===== src/rtl/status_register_unit_pkg.sv =====
// rtl/status_register_unit_pkg.sv - NZCV flag ordering shared by the status register and condition checker
package status_register_unit_pkg;

   // Bit positions inside the packed {N,Z,C,V} flag word
   localparam int FLAG_N = 3;
   localparam int FLAG_Z = 2;
   localparam int FLAG_C = 1;
   localparam int FLAG_V = 0;

   typedef logic [3:0] flags_t;

endpackage


===== src/rtl/status_register_unit_sat_counter.sv =====
// rtl/status_register_unit_sat_counter.sv - saturating up-counter with sync reset
module sat_counter #(
   parameter int W = 16
) (
   input  logic         clk,
   input  logic         rst,
   input  logic         inc,
   output logic [W-1:0] cnt
);

   logic [W-1:0] cnt_q;
   logic [W-1:0] cnt_d;

   // Stops at all-ones so a long run never wraps back to a small value
   always_comb begin
      cnt_d = cnt_q;
      if (inc && (cnt_q != {W{1'b1}})) begin
         cnt_d = cnt_q + W'(1);
      end
   end

   always_ff @(posedge clk) begin
      if (rst) begin
         cnt_q <= '0;
      end else begin
         cnt_q <= cnt_d;
      end
   end

   assign cnt = cnt_q;

endmodule


===== src/rtl/status_register_unit.sv =====
// rtl/status_register_unit.sv - architectural NZCV register with EXE-to-ID bypass and update counter
module status_register_unit
   import status_register_unit_pkg::*;
#(
   parameter bit BYPASS_EN = 1'b1,
   parameter int CNT_W     = 16
) (
   input  logic             clk,
   input  logic             rst,
   input  logic             freeze,
   input  logic             flush,
   input  logic             exe_valid,
   input  logic             exe_s,
   input  logic             exe_cond_pass,
   input  logic [3:0]       alu_status,
   output logic [3:0]       sr_q,
   output logic             N,
   output logic             Z,
   output logic             C,
   output logic             V,
   output logic             sr_wr,
   output logic [CNT_W-1:0] upd_cnt
);

   logic   wr_en;
   flags_t sr_d;
   logic   sr_wr_q;
   logic   sr_wr_d;
   flags_t flags_id;

   assign wr_en = exe_valid & exe_s & exe_cond_pass & ~freeze & ~flush;

   // alu_status is only ever selected under wr_en, so garbage on it stays out of state
   always_comb begin
      sr_d    = sr_q;
      sr_wr_d = wr_en;
      if (wr_en) begin
         sr_d = alu_status;
      end
   end

   always_ff @(posedge clk) begin
      if (rst) begin
         sr_q    <= '0;
         sr_wr_q <= 1'b0;
      end else begin
         sr_q    <= sr_d;
         sr_wr_q <= sr_wr_d;
      end
   end

   always_comb begin
      flags_id = sr_q;
      if (BYPASS_EN && wr_en) begin
         flags_id = alu_status;
      end
   end

   assign N     = flags_id[FLAG_N];
   assign Z     = flags_id[FLAG_Z];
   assign C     = flags_id[FLAG_C];
   assign V     = flags_id[FLAG_V];
   assign sr_wr = sr_wr_q;

   sat_counter #(
      .W (CNT_W)
   ) u_upd_cnt (
      .clk (clk),
      .rst (rst),
      .inc (wr_en),
      .cnt (upd_cnt)
   );

endmodule

===== config.mk =====
export PLATFORM = sky130hd
export DESIGN_NAME = status_register_unit
export DESIGN_NICKNAME = d
export VERILOG_FILES = /design/src/rtl/status_register_unit_pkg.sv /design/src/rtl/status_register_unit_sat_counter.sv /design/src/rtl/status_register_unit.sv
export SDC_FILE = /design/constraint.sdc
export NUM_CORES = 1
export LEC_CHECK = 0
export ABC_CLOCK_PERIOD_IN_PS = 1680
export BUFFER_PORTS_ARGS = -buffer_cell sky130_fd_sc_hd__buf_4
export CORE_AREA = 2 2 53 55
export DETAILED_ROUTE_END_ITERATION = 6
export DIE_AREA = 0 0 55 57
export GPL_TIMING_DRIVEN = 0
export PLACE_DENSITY = 0.76
export SYNTH_ARGS = -nofsm -noshare
export SYNTH_HDL_FRONTEND = slang
export SYNTH_SLANG_ARGS = --single-unit

===== constraint.sdc =====
create_clock -name clk -period 1.68 [get_ports clk]
set_input_delay 0.084 -clock clk [delete_from_list [all_inputs] [get_ports clk]]
set_output_delay 0.084 -clock clk [all_outputs]
set_load 0.1 [all_outputs]

==> run_results.csv <==
group,metric,value,unit
placement,dp_slack,11.61,ps
cts,numCtsBuffers,3,
final_layout,final_cells,200,
synth,ys.warnings.count,0,
worst_setup_path,crit_type,"flip-flop to flip-flop",
synth,synth_mux_area_share,6.467,%
worst_setup_path,critPathSlowestCell,"dfxtp_4",
final_layout,drive_above_1_share,57.99,%
global_routing,antenna_found_initial,0,
drt,ant_nets,0,
drt,drc,0,
final_layout,final_util,62.58,%
synth,synth-seq-area-share,38.80,%
synth,yosys.area_share.adder,1.155,%
floorplan,rows,19,
floorplan,initial_core_util,41.44,%
cts,cts_buffer_depth,2,
cts,cts_tree,"done",
run,drv_cap,0,
floorplan,ios,36,
global_routing,grt_pass1_vias,1042,
sta,maxSlewHeadroom,65.80,%
synth,syn-cell-area,0.001084,mm²
synth,synth_seq_cells,21,
drt,viasPerCell,5.790,
power_and_ir_drop,ir_worst_vdd,0.6579,mV
worst_setup_path,end_kind,"flip-flop",
worst_setup_path,worstPathArrival,1870,ps
synth,synth-simple-area-share,34.53,%
floorplan,die_w,55,µm
sta,worst_pin_slew,513.0,ps
cts,htreeDepth,1,
sta,worst_slack,23.29,ps
global_routing,grt.total_usage,18.81,%
drt,wl_per_cell,14.31,µm
outcome,status,"completed",
placement,dp_cells,181,
synth,synth_top_family_by_area,"simple AND/OR/NAND/NOR gates",
sta,rsz0062_at_grt,"yes",
worst_setup_path,crit_path_max_incr_delay,400,ps
global_routing,grt_pass1_wl,4505,µm
placement,numPortBuffers,35,
drt,firstDrtPassIters,4,
sta,fin_crit,1657,ps
worst_setup_path,crit_fanout,7,
sta,finalSetupViolCount,0,
sta,max_freq,603.6,MHz
cts,cts_sinks,21,
synth,avgSynthCellArea,9.422,µm²
global_routing,grt_max_degree,13,
worst_setup_path,start_kind,"flip-flop",
sta,fin_setup_tns,0,ps
cts,clk_pin_slew,120,ps
final_layout,area_growth,51.04,%
global_routing,overflow,0,
drt,vias,1158,
sta,hold_viol,0,
synth,synth.distinct_cells,39,
synth,synth_nets,127,
worst_setup_path,cp_cell_sequence,"nand4_1, nor4_2, buf_4, nor4_4, mux2_4",
drt,drt-initial-drc-count,46,
power_and_ir_drop,cellPowerDensity,493.2,mW/mm²
final_layout,n_antenna_cell,0,
placement,dp_hpwl,1953,µm
hold_path,hp-class,"primary input to flip-flop",
sta,fin_crit_sh,98.61,%
power_and_ir_drop,power,0.8071,mW
sta,drv_slew,0,
final_layout,layout.nets,182,
sta,finClkSkew,9.050,ps
cts,clkLatencyLatePin,310,ps
synth,synthXorXnorAreaFrac,0,%
floorplan,coreArea,0.002615,mm²
cts,clockRootBuffer,"clkbuf_4",
power_and_ir_drop,p_leak,0.6479,nW
placement,routabilityCongestion,0.8609,
floorplan,die_h,57,µm
floorplan,dieArea,0.003135,mm²
worst_setup_path,cp.required,1890,ps
drt,drt-total-wl,2861,µm
synth,synth_cells,115,
synth,synth_compound_area_share,15.94,%
registers in the layout, summed over array words and instances (netlist names):
register	count
u_upd_cnt.cnt	16
sr_q	4
sr_wr	1
final timing paths:
check	startpoint	end	slack (ps)	cells after the start
setup / recovery	u_upd_cnt.cnt[9]$_SDFFE_PP0P_	u_upd_cnt.cnt[7]$_SDFFE_PP0P_	20	5
hold / removal	alu_status[1]	sr_q[1]$_SDFF_PP0_	110	3
setup reg to reg	u_upd_cnt.cnt[9]$_SDFFE_PP0P_	u_upd_cnt.cnt[7]$_SDFFE_PP0P_	20	5
hold reg to reg	u_upd_cnt.cnt[4]$_SDFFE_PP0P_	u_upd_cnt.cnt[4]$_SDFFE_PP0P_	510	1
area by class of cell:
class | count | area, µm²
Clock inverter | 1 | 5.005
Sequential cell | 21 | 485.5
Buffer | 3 | 22.52
Inverter | 3 | 11.26
Clock buffer | 3 | 22.52
Tap cell | 31 | 38.79
Fill cell | 226 | 978.4
Multi-Input combinational cell | 88 | 673.1
Timing Repair Buffer | 50 | 377.9
repair_timing:
| item | 4_1_cts | 5_1_grt |
|---|---|---|
| resized for setup | 0 | 7 |
| pin swaps | 2 | 10 |
| hold buffers | 1 | 0 |
| setup buffers | 7 | 7 |
| endpoints found under the setup margin | 2 | 11 |
| endpoints found under the hold margin | 3 | 0 |
placed cells by master (no fill, tap or decap), types with 2 or more instances in the layout:
cell type | netlist | routed
and4_4 | 1 | 3
o31ai_1 | 8 | 8
buf_4 | 1 | 50
a21oi_2 | 0 | 2
and3_2 | 2 | 2
inv_1 | 3 | 3
mux2_2 | 3 | 4
and3_1 | 2 | 2
or3_1 | 4 | 3
o21ai_0 | 3 | 3
dfxtp_4 | 0 | 16
nand2_1 | 6 | 6
or4_1 | 7 | 6
and2_1 | 4 | 4
dfxtp_2 | 0 | 4
a21oi_1 | 11 | 9
clkbuf_4 | 0 | 3
nand3_1 | 7 | 7
nand4_1 | 5 | 5
nor2_1 | 4 | 4
per-stage QoR:
stage | hold WS (ps) | instance area, µm²
floorplan | 143.4 | 1166
global placement | 295.1 | 1468
detailed placement | 298.7 | 1468
CTS | 111.0 | 1558
global route | 110.3 | 1637
finish | 112.0 | 1637
cell families (layout without fill, tap and decap cells):
logic type	count (synthesis)	count (layout)
DFF	21	21
adders and majority gates	1	1
muxes	6	6
buffers and inverters	6	60
and+or+nand+nor	54	54
AOI/OAI and AO/OA	27	27
layer usage:
metal  track usage (%)  vias up  share of wire [%]
li1                  -      560                  -
met1             24.67      551                 42
met2             30.95       41                 51
met3             6.021        6                6.0
met4             2.091        0                1.5
met5                 0        -                  0
power by group:
| group | internal [mW] | total [mW] | switching [mW] | leakage, nW |
|---|---|---|---|---|
| clock network | 0.0891 | 0.249 | 0.160 | 0.0177 |
| registers | 0.474 | 0.476 | 0.00157 | 0.184 |
| logic | 0.0300 | 0.0825 | 0.0526 | 0.446 |
| total | 0.593 | 0.807 | 0.214 | 0.648 |
worst max-delay path, delay by kind of cell, from the launching register on:
| kind | cells | cell delay, ps |
|---|---|---|
| simple gates | 3 | 640 |
| buf+inv | 1 | 220 |
| mux | 1 | 290 |
| flops | 1 | 400 |
cells in the mapped netlist:
master    count  area share [%]
nand2_1       6             2.1
a311oi_1      1            0.81
mux2_2        3             3.1
o21a_1        1            0.69
mux2i_1       1            0.92
buf_6         1             1.0
o31ai_1       8             5.5
a31oi_1       1            0.58
o21ai_0       3             1.4
nand2_2       1            0.58
dfxtp_1      21              39
nand4_4       1             2.0
and2_1        4             2.3
and3_2        2             1.4
nor4_1        1            0.58
nor4_2        1             1.2
nand4_1       5             2.9
o221a_2       1             1.0
nor2_2        1            0.58
o31a_1        1            0.81
and4_2        1            0.92
nor2b_1       1            0.58
mux2_1        1             1.0
a21oi_1      11             5.1
and4_1        2             1.6
nand3_1       7             3.2
or3_1         4             2.3
nor2_1        4             1.4
nor4_4        1             2.0
or4_1         7             4.8
mux2_4        1             1.4
and3_1        2             1.2
and4_4        1             1.0
clkbuf_1      1            0.35
and4bb_4      1             1.5
nor3_1        1            0.46
inv_1         3             1.0
ha_1          1             1.2
buf_4         1            0.69
Note: power is estimated with default switching activity, not from simulation.
